## src/rtl/conv_scan_ctrl_pkg.sv

```systemverilog
`default_nettype none
// ============================================================================
// Module  : conv_scan_ctrl_pkg
// Brief   : Shared state encoding and output-map sizing for the conv scan.
// Revision: 1.0
// ============================================================================
package conv_scan_ctrl_pkg;

    typedef enum logic [1:0] {
        S_IDLE = 2'd0,
        S_SCAN = 2'd1,
        S_DONE = 2'd2
    } state_e;

    // Number of window positions along one axis (integer division).
    function automatic int out_dim(input int img, input int k, input int stride);
        return (img - k) / stride + 1;
    endfunction

endpackage
`default_nettype wire

```

## src/rtl/conv_scan_ctrl_if.sv

```systemverilog
`default_nettype none
// ============================================================================
// Module  : conv_scan_ctrl_if
// Brief   : Tap stream bundle between the scan controller and the MAC stage.
// Revision: 1.0
// ============================================================================
interface conv_scan_ctrl_if #(
    parameter int CW = 4,
    parameter int AW = 6
);
    logic          start;
    logic          abort;
    logic          ready;
    logic          busy;
    logic          valid;
    logic [CW-1:0] row;
    logic [CW-1:0] col;
    logic [AW-1:0] addr;
    logic          first_tap;
    logic          last_tap;
    logic          done;

    modport master (
        input  start, abort, ready,
        output busy, valid, row, col, addr, first_tap, last_tap, done
    );

    modport slave (
        output start, abort, ready,
        input  busy, valid, row, col, addr, first_tap, last_tap, done
    );
endinterface
`default_nettype wire

```

## src/rtl/conv_scan_ctrl_wrap_counter.sv

```systemverilog
`default_nettype none
// ============================================================================
// Module  : conv_scan_ctrl_wrap_counter
// Brief   : Up-counter wrapping at MAX; wrap_o chains into the next stage.
// Revision: 1.0
// ============================================================================
module conv_scan_ctrl_wrap_counter #(
    parameter int CW  = 4,
    parameter int MAX = 0
) (
    input  wire logic          clk,
    input  wire logic          rst,
    input  wire logic          en_i,
    input  wire logic          clr_i,
    output logic [CW-1:0]      nxt_o,
    output logic               wrap_o
);
    logic [CW-1:0] q_q;
    logic [CW-1:0] q_d;

    // nxt_o exposes the post-edge value so the owner can register derived outputs.
    always_comb begin
        wrap_o = en_i && (q_q == CW'(MAX));
        q_d    = q_q;
        if (clr_i || wrap_o) begin
            q_d = '0;
        end else if (en_i) begin
            q_d = q_q + 1'b1;
        end
    end

    assign nxt_o = q_d;

    always_ff @(posedge clk) begin
        if (rst) begin
            q_q <= '0;
        end else begin
            q_q <= q_d;
        end
    end
endmodule
`default_nettype wire

```

## src/rtl/conv_scan_ctrl.sv

```systemverilog
`default_nettype none
// ============================================================================
// Module  : conv_scan_ctrl
// Brief   : Walks a KxK window over an IMG_H x IMG_W map, one tap per handshake.
// Revision: 1.0
// ============================================================================
module conv_scan_ctrl
    import conv_scan_ctrl_pkg::*;
#(
    parameter int IMG_W  = 8,
    parameter int IMG_H  = 8,
    parameter int K      = 3,
    parameter int STRIDE = 1,
    parameter int CW     = 4,
    parameter int AW     = 6
) (
    input  wire logic        clk,
    input  wire logic        rst,
    conv_scan_ctrl_if.master bus
);
    localparam int OUT_W = out_dim(IMG_W, K, STRIDE);
    localparam int OUT_H = out_dim(IMG_H, K, STRIDE);

    state_e        state_q;
    logic          busy_q;
    logic          valid_q;
    logic          done_q;
    logic          first_q;
    logic          last_q;
    logic [CW-1:0] row_q;
    logic [CW-1:0] col_q;

    logic          w_scan;
    logic          w_xfer;
    logic          w_abort;
    logic          w_step;
    logic          w_kc_wrap;
    logic          w_kr_wrap;
    logic          w_ocol_wrap;
    logic          w_final;
    logic [CW-1:0] w_kc_nxt;
    logic [CW-1:0] w_kr_nxt;
    logic [CW-1:0] w_ocol_nxt;
    logic [CW-1:0] w_orow_nxt;
    logic [CW-1:0] w_row_nxt;
    logic [CW-1:0] w_col_nxt;
    logic          w_first_nxt;
    logic          w_last_nxt;

    assign w_scan  = (state_q == S_SCAN);
    assign w_xfer  = w_scan && valid_q && bus.ready;
    assign w_abort = w_scan && bus.abort;
    // An aborted transfer still counts as consumed, but must not move the indices.
    assign w_step  = w_xfer && !w_abort;

    conv_scan_ctrl_wrap_counter #(.CW(CW), .MAX(K - 1)) u_kc (
        .clk(clk), .rst(rst), .en_i(w_step), .clr_i(w_abort),
        .nxt_o(w_kc_nxt), .wrap_o(w_kc_wrap)
    );
    conv_scan_ctrl_wrap_counter #(.CW(CW), .MAX(K - 1)) u_kr (
        .clk(clk), .rst(rst), .en_i(w_kc_wrap), .clr_i(w_abort),
        .nxt_o(w_kr_nxt), .wrap_o(w_kr_wrap)
    );
    conv_scan_ctrl_wrap_counter #(.CW(CW), .MAX(OUT_W - 1)) u_ocol (
        .clk(clk), .rst(rst), .en_i(w_kr_wrap), .clr_i(w_abort),
        .nxt_o(w_ocol_nxt), .wrap_o(w_ocol_wrap)
    );
    conv_scan_ctrl_wrap_counter #(.CW(CW), .MAX(OUT_H - 1)) u_orow (
        .clk(clk), .rst(rst), .en_i(w_ocol_wrap), .clr_i(w_abort),
        .nxt_o(w_orow_nxt), .wrap_o(w_final)
    );

    assign w_row_nxt   = CW'(32'(w_orow_nxt) * 32'(STRIDE) + 32'(w_kr_nxt));
    assign w_col_nxt   = CW'(32'(w_ocol_nxt) * 32'(STRIDE) + 32'(w_kc_nxt));
    assign w_first_nxt = (w_kr_nxt == '0) && (w_kc_nxt == '0);
    assign w_last_nxt  = (w_kr_nxt == CW'(K - 1)) && (w_kc_nxt == CW'(K - 1));

    always_ff @(posedge clk) begin
        if (rst) begin
            state_q <= S_IDLE;
            busy_q  <= 1'b0;
            valid_q <= 1'b0;
            done_q  <= 1'b0;
            first_q <= 1'b0;
            last_q  <= 1'b0;
            row_q   <= '0;
            col_q   <= '0;
        end else begin
            done_q <= 1'b0;
            case (state_q)
                S_IDLE: begin
                    if (bus.start) begin
                        state_q <= S_SCAN;
                        busy_q  <= 1'b1;
                        valid_q <= 1'b1;
                        row_q   <= w_row_nxt;
                        col_q   <= w_col_nxt;
                        first_q <= w_first_nxt;
                        last_q  <= w_last_nxt;
                    end
                end
                S_SCAN: begin
                    if (w_abort || (w_xfer && w_final)) begin
                        state_q <= w_abort ? S_IDLE : S_DONE;
                        done_q  <= !w_abort;
                        busy_q  <= 1'b0;
                        valid_q <= 1'b0;
                        first_q <= 1'b0;
                        last_q  <= 1'b0;
                        row_q   <= '0;
                        col_q   <= '0;
                    end else if (w_xfer) begin
                        row_q   <= w_row_nxt;
                        col_q   <= w_col_nxt;
                        first_q <= w_first_nxt;
                        last_q  <= w_last_nxt;
                    end
                end
                S_DONE: begin
                    state_q <= S_IDLE;
                end
                default: begin
                    state_q <= S_IDLE;
                end
            endcase
        end
    end

    assign bus.busy      = busy_q;
    assign bus.valid     = valid_q;
    assign bus.done      = done_q;
    assign bus.first_tap = first_q;
    assign bus.last_tap  = last_q;
    assign bus.row       = row_q;
    assign bus.col       = col_q;
    assign bus.addr      = AW'(32'(row_q) * 32'(IMG_W) + 32'(col_q));
endmodule
`default_nettype wire

```

## src/flat_wrapper.sv

```systemverilog
// flat-port wrapper written by rule: the top's interface ports become plain ports
module conv_scan_ctrl_flat import conv_scan_ctrl_pkg::*;
#(
    parameter int IMG_W  = 8,
    parameter int IMG_H  = 8,
    parameter int K      = 3,
    parameter int STRIDE = 1,
    parameter int CW     = 4,
    parameter int AW     = 6
)
  (clk, rst, bus_start, bus_abort, bus_ready, bus_busy, bus_valid, bus_row, bus_col, bus_addr, bus_first_tap, bus_last_tap, bus_done);
  conv_scan_ctrl_if #(.CW(CW), .AW(AW)) bus_i ();
  input  wire logic clk;
  input  wire logic rst;
  input wire logic [$bits(bus_i.start)-1:0] bus_start;
  input wire logic [$bits(bus_i.abort)-1:0] bus_abort;
  input wire logic [$bits(bus_i.ready)-1:0] bus_ready;
  output wire logic [$bits(bus_i.busy)-1:0] bus_busy;
  output wire logic [$bits(bus_i.valid)-1:0] bus_valid;
  output wire logic [$bits(bus_i.row)-1:0] bus_row;
  output wire logic [$bits(bus_i.col)-1:0] bus_col;
  output wire logic [$bits(bus_i.addr)-1:0] bus_addr;
  output wire logic [$bits(bus_i.first_tap)-1:0] bus_first_tap;
  output wire logic [$bits(bus_i.last_tap)-1:0] bus_last_tap;
  output wire logic [$bits(bus_i.done)-1:0] bus_done;
  assign bus_i.start = bus_start;
  assign bus_i.abort = bus_abort;
  assign bus_i.ready = bus_ready;
  assign bus_busy = bus_i.busy;
  assign bus_valid = bus_i.valid;
  assign bus_row = bus_i.row;
  assign bus_col = bus_i.col;
  assign bus_addr = bus_i.addr;
  assign bus_first_tap = bus_i.first_tap;
  assign bus_last_tap = bus_i.last_tap;
  assign bus_done = bus_i.done;
  conv_scan_ctrl #(.IMG_W(IMG_W), .IMG_H(IMG_H), .K(K), .STRIDE(STRIDE), .CW(CW), .AW(AW)) u_core (.clk(clk), .rst(rst), .bus(bus_i));
endmodule
```

## config.mk

```make
export PLATFORM = sky130hd
export DESIGN_NAME = conv_scan_ctrl_flat
export DESIGN_NICKNAME = d
export VERILOG_FILES = /design/src/rtl/conv_scan_ctrl_pkg.sv /design/src/rtl/conv_scan_ctrl_if.sv /design/src/rtl/conv_scan_ctrl_wrap_counter.sv /design/src/rtl/conv_scan_ctrl.sv /design/src/flat_wrapper.sv
export SDC_FILE = /design/constraint.sdc
export NUM_CORES = 1
export LEC_CHECK = 0
export CORE_ASPECT_RATIO = 1.75
export CORE_MARGIN = 2
export CORE_UTILIZATION = 59
export DETAILED_ROUTE_END_ITERATION = 10
export HOLD_SLACK_MARGIN = 0.02
export PLACE_DENSITY = 0.91
export RECOVER_POWER = 100
export SYNTH_ARGS = -nofsm -noshare
export SYNTH_HDL_FRONTEND = slang
export SYNTH_SLANG_ARGS = --single-unit
```

## constraint.sdc

```tcl
create_clock -name clk -period 4.6 [get_ports clk]
set_input_delay 0.69 -clock clk [delete_from_list [all_inputs] [get_ports clk]]
set_output_delay 0.69 -clock clk [all_outputs]
set_load 0.02 [all_outputs]
```

Yosys cells after proc, flatten, opt, wreduce, memory -nomap -nowiden --
Cells that the tools add are included.
Word-level totals: logic and storage cells 86, bits in registers 30, output and inout bits 19
Operators by class: add/sub/neg operators 7, reduce and logical (&&, ||, !) cells 25, multiplexer cells 31, bitwise gates (word level) 2, equal/unequal tests 10
Operator list (count):
- 4-bit two-way mux | 14
- 4-bit by 1-bit adder with 4-bit output, second input constant | 4
- 4-bit by 2-bit == test with 1-bit output, second input constant | 4
- 4-bit case mux with 2 select lines | 2
- 1-bit logical AND | 11
- 4-bit adder | 2
- 4-bit by 3-bit == test with 1-bit output, second input constant | 2
- 4-bit zero test | 2
- 1-bit two-way mux | 8
- 6-bit by 4-bit adder with 6-bit output | 1
- 2-bit two-way mux | 3
- 1-bit case mux with 2 select lines | 3
- 3-bit AND reduction | 2
- 1-bit logical OR | 5
- 2-bit != test, second input constant | 2
- 2-bit case mux with 2 select lines | 1
- 3-bit != test, second input constant | 1
- 3-bit OR reduction | 1
- 2-bit by 1-bit == test with 1-bit output, second input constant | 1
- 2-bit zero test | 1
- 1-bit NOT | 2
- 2-bit AND reduction | 1
- 2-bit nonzero test | 1
- 1-bit zero test | 1

Longest topological paths before layout --
Gate-level depths: netlist of run 1.
depth after elaboration 14, mapped depth 16, mapped depth without buffers 15

Modules after synthesis --
From an unflattened synthesis of run 1, not the netlist that was laid out.
Second synthesis, totals: cells, all modules 213, area total of the unflattened synthesis 1854.3 µm²
Modules (own cells, without submodules):
- conv_scan_ctrl | times used 1, area an instance 850.8 µm², cells each 93, sequential area each 280.3 µm²
- conv_scan_ctrl_wrap_counter (u_core.u_kc ...) | times used 2, area an instance 264.0 µm², cells each 29, sequential area each 80.1 µm²
- conv_scan_ctrl_wrap_counter (u_core.u_ocol ...) | times used 2, area an instance 237.7 µm², cells each 31, sequential area each 80.1 µm²

Worst setup path before layout of run 1 --
No wires, ideal clock.
kind input port to flip-flop, start point in bus_abort, end point reg u_core.col_q[3] (netlist: u_core.bus.col[3]), arrival 3.175 ns, data required time 4.513 ns, setup time 0.087 ns, slack 1.337 ns, stages 11, cell sequence or4b_4 nor3_2 mux2_2 nor2_1 ha_1 a21o_1 a21oi_1 xnor2_1 xnor2_1 a32oi_1 o31ai_1
Between the ends: word-level cells in the longest chain between the ends 12
RTL lines:
- from (decl) | RTL line flat_wrapper.sv:16 | input wire logic [$bits(bus_i.abort)-1:0] bus_abort;
- 1-bit logical AND * | RTL line conv_scan_ctrl.sv:52 | assign w_abort = w_scan && bus.abort;
- 1-bit zero test | RTL line conv_scan_ctrl.sv:54 | assign w_step = w_xfer && !w_abort;
- 1-bit logical AND | RTL line conv_scan_ctrl.sv:54
- 1-bit logical AND (3 in series) | RTL line conv_scan_ctrl_wrap_counter.sv:23 | wrap_o = en_i && (q_q == CW'(MAX));
- 1-bit logical OR | RTL line conv_scan_ctrl_wrap_counter.sv:25 | if (clr_i || wrap_o) begin
- 4-bit two-way mux * | RTL line conv_scan_ctrl_wrap_counter.sv:25
- via u_core.u_ocol.nxt_o[1] | RTL line conv_scan_ctrl_wrap_counter.sv:15 | output logic [CW-1:0] nxt_o,
- 4-bit adder * | RTL line conv_scan_ctrl.sv:74 | assign w_col_nxt = CW'(32'(w_ocol_nxt) * 32'(STRIDE) + 32'(w_kc_nxt));
- 4-bit two-way mux | RTL line conv_scan_ctrl.sv:112 | end else if (w_xfer) begin
- 4-bit two-way mux | RTL line conv_scan_ctrl.sv:103 | if (w_abort || (w_xfer && w_final)) begin
- 4-bit case mux with 2 select lines * | RTL line conv_scan_ctrl.sv:90 | case (state_q)
- to (signal assigned) | RTL line conv_scan_ctrl.sv:97 | col_q <= w_col_nxt;
- to (signal assigned) | RTL line conv_scan_ctrl.sv:114 | col_q <= w_col_nxt;
- to (decl) | RTL line conv_scan_ctrl.sv:31 | logic [CW-1:0] col_q;
Mark *: on every way through the listed nets, which the timed path passes. The rest lies on a longest branch. The select of a mux whose other input is x is not followed. A chain may end at the register's enable or synchronous reset.

Worst setup path after layout of run 1 --
Same ends and word-level chain as after synthesis.

==> results_dict.tcl, run 1 <==
set metrics [dict create \
    via_count_of_the_first_global_routing_pass 1582 \
    fillers 223 \
    hold_violations 0 \
    io_buffers 23 \
    h-tree-depth 2 \
    worst_path_most_repeated_cell "xnor2_1" \
    synth-compound-area-share_pct 11.33 \
    cap_violations 0 \
    slew_viol_final 0 \
    groute.usage.overall_pct 28.01 \
    holdCritPathClass "reg -> reg" \
    cts-root-buf "clkbuf_8" \
    total_number_of_vias 1634 \
    postCtsHoldBufs 0 \
    finalWorstPathRequiredPeriod_ns 3.889 \
    gpl.final_weighted_congestion 0.9249 \
    share_of_synthesized_cell_area_in_full_adder_half_adder_and_majority_cells_pct 13.03 \
    cts_tree "built" \
    rr_worst_depth 11 \
    grt_max_degree 26 \
    design.core.area_sq_um 2960 \
    die_height_um 77.96 \
    achievable-frequency_mhz 257.1 \
    power_density_nw_per_um2 259.1 \
    initial_utilization_pct 62.30 \
    chipWidth_um 46.27 \
    cp_slowest_stage_delay_ns 0.62 \
    required_worst_endpoint_ns 4.80 \
    synth_flop_cell "dfxtp_1" \
    critPathCapture "u_core.bus.col[3]" \
    synth_sequential_area_ratio_pct 32.56 \
    synthesis.instances 217 \
    tns_ns 0 \
    cts_num_sinks 30 \
    finish.net_count 259 \
    avgSynthCellArea_sq_um 8.499 \
    timing.critical_path.to_type "register" \
    timing.critical_path.buf_inv 1 \
    synth.cell_area_sq_um 1844 \
    dp.final_hpwl_um 3167 \
    grtUsageMet1_pct 34.64 \
    slew_headroom_pct 40.06 \
    syn2layout_area_growth_pct 17.57 \
    timing.critical_path.from "bus_abort" \
    grt.met3_usage_pct 4.419 \
    multi_input_comb_area_sq_um 1134 \
    r2r-end "u_core.bus.col[3]" \
    synthSimpleGateAreaFrac_pct 28.43 \
    cts_setup_buffers 0 \
    drt-pass1-iter-count 4 \
    finalClockSkew_ns 0.007574 \
    wirelength_um 4356 \
    drt_first_iter_violations 49 \
    path_class "in -> reg" \
    synth_fp_nets 240 \
    setup_violations 0 \
    min_path_cells 2 \
    critPathMaxFanout 5 \
    dominant_combinational_cell_family_by_area_after_synthesis "simple AND/OR/NAND/NOR gates" \
    finalCritPeriodShare_pct 84.55 \
    cts.reportedPaths.clkPinSlew_ns 0.07 \
    drive_gt1_share_pct 6.329 \
    synth-seq-cells 30 \
    post_synth_cell_types 43 \
    placedCellCount 271 \
    cp_cell_sequence "dlygate4sd3_1, or4b_1, nor3_2, mux2_1, nor2_1, ha_1, a21o_1, a21oi_1, xnor2_1, xnor2_1, a32oi_1, o31ai_1" \
    clock_path_buffers 2 \
    setup_repair_after_global_routing_missed_its_margin "false" \
    ff_latch_area_sq_um 600.6 \
    post_drt_wl_per_cell_um 15.61 \
    cpLargestDelayFamily "simple AND/OR/NAND/NOR gates" \
    number_of_synthesized_flops_with_an_enable_pin 0 \
    ant_nets 0 \
    fp.dieArea_sq_um 3607 \
    drc 0 \
    critical_path_arrival_ns 4.09 \
    antenna_cells_inserted 0 \
    multiplexer_share_of_the_synthesized_area_pct 2.239 \
    rrSetupSlack_ns 1.24 \
    clk-insertion-delay-late_ns 0.29 \
    post_synth_xor_xnor_area_pct 6.649 \
    regToRegStartpoint "u_core.state_q[0]" \
    vias_per_cell 5.857 \
    post_layout_power_mw 0.5619 \
    cp_num_cells 12 \
    status "complete, no violations" \
    gr-usage-met2_pct 44.31 \
    grt.busiest_layer "met2" \
    post_route_insts_no_fill 279 \
    top_level_ports 24 \
    grt_antenna_before_repair 0 \
    cts_inserted_buffers 5 \
    final.hold.worst_slack_ns 0.5040 \
    row_count 26 \
    p_leak_nw 0.9817 \
    crit_slowest_cell "or4b_1" \
    globalRouteOverflowTotal 0 \
    synth-warning-count 0 \
    startpoint_type "input port" \
    tightest_slew_ns 0.8962 \
    async_reset_ff_share_pct 0 \
    post_cts_resize_count 0 \
    vdd_drop_max_v 0.0002470 \
    grt_pass1_wl_um 7417 \
]
## stage by stage
step                      util [%]  area [sq um]  setup slack, ns
final                        73.25          2168           0.7108
after global routing         73.25          2168           0.5124
after global placement       69.78          2066           0.7371
after floorplan                  -          1844            1.337
after detailed placement     69.78          2066           0.5993
after CTS                    73.50          2176           0.9096
## power by group
part	switching [mW]	internal, mW
combinational	0.0281	0.0142
sequential	0.00392	0.263
clock	0.102	0.151
total	0.134	0.428
## synth_stat cells, drive strengths merged (2+ instances only)
library cell / number / share of area [%]
a21o: 2 / 0.81
a21oi: 9 / 2.4
a22oi: 7 / 2.8
a31oi: 2 / 0.68
buf: 6 / 2.5
clkbuf: 6 / 1.2
dfxtp: 30 / 33
fa: 2 / 2.2
ha: 16 / 11
inv: 10 / 2.0
mux2i: 3 / 1.6
nand2: 10 / 2.0
nand2b: 3 / 1.0
nand3: 4 / 1.1
nand3b: 8 / 3.3
nand4: 3 / 1.0
nand4b: 2 / 0.95
nor2: 35 / 7.1
nor2b: 3 / 1.0
nor3: 13 / 3.8
nor3b: 3 / 1.5
nor4: 3 / 1.8
o21ai: 7 / 1.9
o31ai: 2 / 0.81
or2: 3 / 1.0
xnor2: 9 / 4.3
xor2: 5 / 2.4
## registers in the layout (all words and copies together) (netlist names)
signal,flops
u_core.bus.busy,1
u_core.bus.col,4
u_core.bus.done,1
u_core.bus.first_tap,1
u_core.bus.last_tap,1
u_core.bus.row,4
u_core.state_q,2
u_core.u_kc.q_q,4
u_core.u_kr.q_q,4
u_core.u_ocol.q_q,4
u_core.u_orow.q_q,4
## routing by layer
| layer | vias up | part of all wire (%) |
|---|---|---|
| met5 | - | 0 |
| li1 | 792 | - |
| met1 | 776 | 39 |
| met3 | 13 | 3.7 |
| met2 | 53 | 54 |
| met4 | 0 | 3.2 |
## tightest hold or removal path: cells and delay by family (launching register included)
family	cells	cell delay [ns]
DFF	1	0.32
and+or+nand+nor	1	0.07
AOI/OAI and AO/OA	1	0.07
## worst min-delay path by stage
stage | from | endpoint | slack, ns
finish | u_core.bus.first_tap | u_core.bus.first_tap | 0.50
detailed placement | u_core.bus.first_tap | u_core.bus.first_tap | 0.49
CTS | u_core.bus.first_tap | u_core.bus.first_tap | 0.51
global route | u_core.bus.first_tap | u_core.bus.first_tap | 0.52
floorplan | u_core.u_ocol.q_q[3] | u_core.u_ocol.q_q[3] | 0.51
global placement | u_core.bus.last_tap | u_core.bus.last_tap | 0.49
## area by class of cell
class                      count  area share (%)
tap                           42           2.424
multi-input combinational    165           52.28
timing repair buffer          24           10.79
inverter                      10           1.731
sequential                    30           27.70
clock buffer                   8           5.078
## placed cells by master, fill, tap and decap left out, types with 2 or more instances in the layout
master,count
nand4b_1,2
nand2b_1,3
ha_1,16
mux2i_1,3
nor4_1,2
a21o_1,2
nand4_1,3
nor2b_1,3
o31ai_1,2
nor3_1,12
dlygate4sd3_1,21
xnor2_1,9
o21ai_0,7
inv_1,10
a21oi_1,9
a22oi_1,7
nor2_1,35
dfxtp_1,30
a31oi_1,2
or2_2,3
clkbuf_8,8
clkdlybuf4s50_1,2
fa_1,2
xor2_1,5
nor3b_1,2
nand3b_1,8
nand3_1,4
nand2_1,10
## logic make-up (layout without fill, tap and decap cells)
group | after synthesis | after routing
AO/OA/AOI/OAI | 33 | 33
multiplexers | 4 | 4
adder cells (fa/ha/maj) | 18 | 18
buffers and inverters | 22 | 42
AND/OR/NAND/NOR | 96 | 96
XOR/XNOR | 14 | 14
flip-flops | 30 | 30
(Power assumes the default switching activity.)
==> run 2, diff against run 1 <==
Settings changed: CORE_UTILIZATION 59 to 49, PLACE_DENSITY 0.91 to 0.82.
Clock period 4.6 ns to 3.2 ns, I/O delays scaled along.
==> run 2 against run 1 <==
  * Sequential share of layout area down 2.8 points
  * Combinational power is 91% higher
  * Worst hold slack got worse by 0.0093 ns
  * Non-clock buffer count grew 29
  * Via count rose by 5.9%
  * Total power is 33% higher
  * Design area is 11% higher
  * Setup slack got worse by 0.55 ns
  * Count of clock-buffer cells in the layout decreased by 1
  * Clock skew is 0.0026 ns lower
==> results_dict.tcl, run 2 (synthesis results as in run 1) <==
set metrics [dict create \
    status "complete, no violations" \
    post_drt_wl_per_cell_um 15.57 \
    critical_path_arrival_ns 3.23 \
    cp_slowest_stage_delay_ns 0.50 \
    achievable-frequency_mhz 328.9 \
    drive_gt1_share_pct 18.49 \
    slew_headroom_pct 61.65 \
    post_route_insts_no_fill 311 \
    gpl.final_weighted_congestion 0.8813 \
    via_count_of_the_first_global_routing_pass 1791 \
    design.core.area_sq_um 3628 \
    groute.usage.overall_pct 24.28 \
    drc 0 \
    hold_violations 0 \
    h-tree-depth 2 \
    finish.net_count 288 \
    ff_latch_area_sq_um 600.6 \
    row_count 29 \
    finalCritPeriodShare_pct 95.02 \
    finalWorstPathRequiredPeriod_ns 3.041 \
    startpoint_type "input port" \
    io_buffers 23 \
    grt_antenna_before_repair 0 \
    multi_input_comb_area_sq_um 1185 \
    vdd_drop_max_v 0.0002906 \
    post_layout_power_mw 0.7472 \
    clk-insertion-delay-late_ns 0.28 \
    globalRouteOverflowTotal 0 \
    chipWidth_um 50.38 \
    power_density_nw_per_um2 309.4 \
    total_number_of_vias 1731 \
    p_leak_nw 1.114 \
    slew_viol_final 0 \
    required_worst_endpoint_ns 3.39 \
    timing.critical_path.to_type "register" \
    cts_inserted_buffers 5 \
    clock_path_buffers 2 \
    top_level_ports 24 \
    placedCellCount 303 \
    cap_violations 0 \
    critPathMaxFanout 3 \
    path_class "in -> reg" \
    design_area_sq_um 2415 \
    placed_area_sq_um 2281 \
    antenna_cells_inserted 0 \
    setup_violations 0 \
    postCtsHoldBufs 0 \
    finalClockSkew_ns 0.004934 \
    die_height_um 85.16 \
    crit_slowest_cell "clkdlybuf4s50_1" \
    final_cell_mix "nor2_1 (34), buf_4 (30), dfxtp_1 (30)" \
    vias_per_cell 5.566 \
    syn2layout_area_growth_pct 30.94 \
    cts_num_sinks 30 \
    setup_repair_after_global_routing_missed_its_margin "false" \
    ant_nets 0 \
    cts.reportedPaths.clkPinSlew_ns 0.06 \
    tns_ns 0 \
    tightest_slew_ns 0.5725 \
    grt_pass1_wl_um 7921 \
    cts_tree "built" \
    fp.dieArea_sq_um 4290 \
    wirelength_um 4841 \
    fillers 301 \
    dp.final_hpwl_um 3504 \
    final_common_cell "nor2_1" \
    initial_utilization_pct 50.83 \
    drt-pass1-iter-count 4 \
    grt_max_degree 15 \
    cp_cell_sequence "clkdlybuf4s50_1, buf_4, and3b_1, nand2_1, nor3_1, a21oi_1, or2_2, inv_1, ha_1, a21o_1, a21oi_2, xnor2_2, xnor2_1, a32oi_1, o31ai_1" \
    cts-root-buf "clkbuf_8" \
    holdCritPathClass "reg -> reg" \
    drt_first_iter_violations 74 \
]
## run 2: changes by cell type in the layout (fill, tap and decap cells not counted), moves of 2 or more
cell             change
buf_4               +30
clkdlybuf4s50_1     +11
clkbuf_8             -3
dlygate4sd3_1       -12
o21ai_0              -2
o21ai_1              +2
## run 2: what timing repair did
| action | in CTS | in global routing |
|---|---|---|
| setup endpoints to repair | 2 | 4 |
| buffers inserted | 0 | 1 |
| pin swaps | 2 | 11 |
| gates resized for setup | 2 | 11 |
## run 2: layer usage
metal  track usage (%)  vias up  share of wire, %
li1                  -      850                 -
met1             25.36      818                37
met2             43.42       45                56
met3             4.401       18               2.9
met4             14.99        0               3.2
met5                 0        -                 0
## run 2: critical path, delay by kind of cell
family | cells | cell delay [ns]
xor gates and xnor gates | 2 | 0.28
adders and majority gates | 1 | 0.25
buffers and inverters | 3 | 0.75
AOI/OAI and AO/OA | 5 | 0.76
and+or+nand+nor | 4 | 0.73
## run 2: area by class of cell
class,instances,area share [%]
clock buffers,7,3.161
inverters,10,1.554
well taps,46,2.383
flip-flops and latches,30,24.87
multi-input cells,165,49.07
repair buffers,53,18.96
## run 2: report_power, final
group | internal, mW | total, mW | switching [mW] | leakage (nW)
logic | 0.0334 | 0.0810 | 0.0477 | 0.833
registers | 0.378 | 0.380 | 0.00224 | 0.242
clock network | 0.149 | 0.286 | 0.137 | 0.0383
## run 2: final timing paths
path	from	endpoint	slack (ns)	cells past startpoint
min	u_core.bus.first_tap	u_core.bus.first_tap	0.49	2
min reg2reg	u_core.bus.first_tap	u_core.bus.first_tap	0.49	2
max	bus_ready	u_core.bus.col[3]	0.16	15
max reg2reg	u_core.u_kr.q_q[0]	u_core.bus.row[3]	0.20	15
## run 2: per-stage QoR
stage	util [%]	hold slack, ns	setup slack, ns
2_1_floorplan	-	0.5137	0.1475
3_3_place_gp	62.86	0.4873	-0.3194
3_5_place_dp	62.86	0.4741	-0.3610
4_1_cts	65.24	0.5095	0.01792
5_1_grt	66.55	0.5367	0.005934
6_report	66.55	0.4947	0.1593
==> run 3, diff against run 2 <==
Settings changed: GPL_TIMING_DRIVEN set to 0.
==> run 3 against run 2 <==
  * Worst hold slack improved by 0.016 ns
  * Count of clock-buffer cells in the layout unchanged
  * Fmax is 3.1% lower
  * Setup slack got worse by 0.098 ns
  * Critical path depth down 2
  * Via count decreased by 2.7%
  * Sequential share of layout area up 1.1 points
  * Sequential cell count is the same
  * Total power increased by 2.8%
  * Critical path type unchanged
  * Largest cell class unchanged
  * Largest power group unchanged
  * Highest routed layer unchanged
==> results_dict.tcl, run 3 (synthesis results as in run 1) <==
set metrics [dict create \
    tightest_slew_ns 0.6904 \
    design_area_sq_um 2315 \
    critPathMaxFanout 5 \
    post_drt_wl_per_cell_um 15.11 \
    cp_slowest_stage_delay_ns 0.57 \
    cts_tree "built" \
    final_cell_mix "nor2_1 (34), dfxtp_1 (30), clkdlybuf4s50_1 (21)" \
    hold_violations 0 \
    finish.net_count 275 \
    top_level_ports 24 \
    post-route-util_pct 63.79 \
    wirelength_um 4517 \
    achievable-frequency_mhz 318.6 \
    p_leak_nw 0.9952 \
    placed_area_sq_um 2132 \
    drc 0 \
    fillers 315 \
    setup_violations 0 \
    initial_utilization_pct 50.83 \
    vias_per_cell 5.632 \
    via_count_of_the_first_global_routing_pass 1588 \
    holdCritPathClass "reg -> reg" \
    cp_cell_sequence "clkdlybuf4s15_1, or4b_4, nor4_4, buf_4, o21ai_0, nand2_1, a21oi_2, ha_1, a21oi_2, xor2_1, xnor2_1, a22oi_1, nor2_1" \
    worst_path_most_repeated_cell "a21oi_2" \
    gpl.final_weighted_congestion 0.9224 \
    cts_num_sinks 30 \
    groute.usage.overall_pct 22.24 \
    vdd_drop_max_v 0.0003608 \
    dp.final_hpwl_um 3285 \
    postCtsHoldBufs 0 \
    cts.reportedPaths.clkPinSlew_ns 0.06 \
    critical_path_arrival_ns 3.29 \
    ff_latch_area_sq_um 600.6 \
    timing.critical_path.from "bus_abort" \
    placedCellCount 286 \
    drt_first_iter_violations 36 \
    setup_repair_after_global_routing_missed_its_margin "true" \
    power_density_nw_per_um2 331.9 \
    final_common_cell "nor2_1" \
    drive_gt1_share_pct 14.23 \
    slew_viol_final 0 \
    fp.dieArea_sq_um 4290 \
    hp-start "u_core.bus.first_tap" \
    h-tree-depth 2 \
    clock_path_buffers 2 \
    total_number_of_vias 1684 \
    finalClockSkew_ns 0.006752 \
    chipWidth_um 50.38 \
    syn2layout_area_growth_pct 25.51 \
    rrSetupSlack_ns 0.06 \
    clk-insertion-delay-late_ns 0.28 \
    finalWorstPathRequiredPeriod_ns 3.138 \
    design.core.area_sq_um 3628 \
    ant_nets 0 \
    cts_inserted_buffers 5 \
    multi_input_comb_area_sq_um 1186 \
    regToRegStartpoint "u_core.u_kc.q_q[3]" \
    grt_antenna_before_repair 0 \
    row_count 29 \
    timing.critical_path.to_type "register" \
    globalRouteOverflowTotal 0 \
    antenna_cells_inserted 0 \
    cap_violations 0 \
    die_height_um 85.16 \
    startpoint_type "input port" \
    grt_pass1_wl_um 7231 \
    finalCritPeriodShare_pct 98.08 \
    drt-pass1-iter-count 4 \
    slew_headroom_pct 53.81 \
    io_buffers 23 \
    cts-root-buf "clkbuf_8" \
    path_class "in -> reg" \
    crit_slowest_cell "or4b_4" \
    post_route_insts_no_fill 299 \
    status "complete, no violations" \
    post_layout_power_mw 0.7684 \
    required_worst_endpoint_ns 3.35 \
    grt_max_degree 11 \
]
[run 3: changes by cell type in the layout (fill, tap and decap cells not counted), sizes merged]
| cell | change |
|---|---|
| dlymetal6s2s | -1 |
| clkdlybuf4s50 | +8 |
| dlygate4sd3 | -9 |
| dlygate4sd2 | +1 |
| buf | -18 |
| clkinv | +1 |
| clkdlybuf4s15 | +1 |
| clkbuf | +5 |
[run 3: cell type report]
type / count / share of cell area [%]
Multi-Input combinational cell: 165 / 51.24
Sequential cell: 30 / 25.95
Timing Repair Buffer: 29 / 11.84
Clock buffer: 7 / 3.730
Buffer: 11 / 2.919
Tap cell: 46 / 2.486
Inverter: 10 / 1.622
Clock inverter: 1 / 0.2162
[run 3: worst paths after layout]
kind,endpoint,cells past startpoint
worst max-delay path,u_core.bus.row[3],13
worst min-delay path,u_core.bus.first_tap,2
worst max register to register,u_core.bus.row[3],13
worst min register to register,u_core.bus.first_tap,2
[run 3: timing repair]
item / 4_1_cts / 5_1_grt
endpoints found under the setup margin: 5 / 4
pin swaps: 4 / 8
setup buffers: 3 / 3
gates resized for setup: 11 / 9
[run 3: critical path, delay by kind of cell]
kind | cells | cell delay [ns]
adder cells (fa/ha/maj) | 1 | 0.36
XOR/XNOR | 2 | 0.39
buffers and inverters | 2 | 0.45
AND/OR/NAND/NOR | 4 | 1.13
AO/OA/AOI/OAI | 4 | 0.46
[run 3: where the power goes]
group	internal, mW	switching, mW	total [mW]	leakage [nW]
logic	0.0266	0.0456	0.0722	0.704
clock network	0.173	0.142	0.315	0.0482
registers	0.378	0.00340	0.381	0.242
total	0.578	0.191	0.768	0.995
[run 3: metal layers]
layer	up-vias	GRT usage, %	routed length [um]
met5	-	0	0
li1	818	-	-
met3	10	4.401	163
met1	812	23.83	1757
met2	44	40.91	2472
met4	0	9.582	123
[run 3: metrics by stage]
stage	setup TNS, ns	hold slack, ns	setup WS, ns
4_1_cts	0	0.5142	0.02067
6_report	0	0.5109	0.06151
3_3_place_gp	-2.434	0.4987	-0.6301
5_1_grt	-0.1059	0.5533	-0.06632
2_1_floorplan	0	0.5137	0.1475
3_5_place_dp	-2.727	0.4895	-0.6708
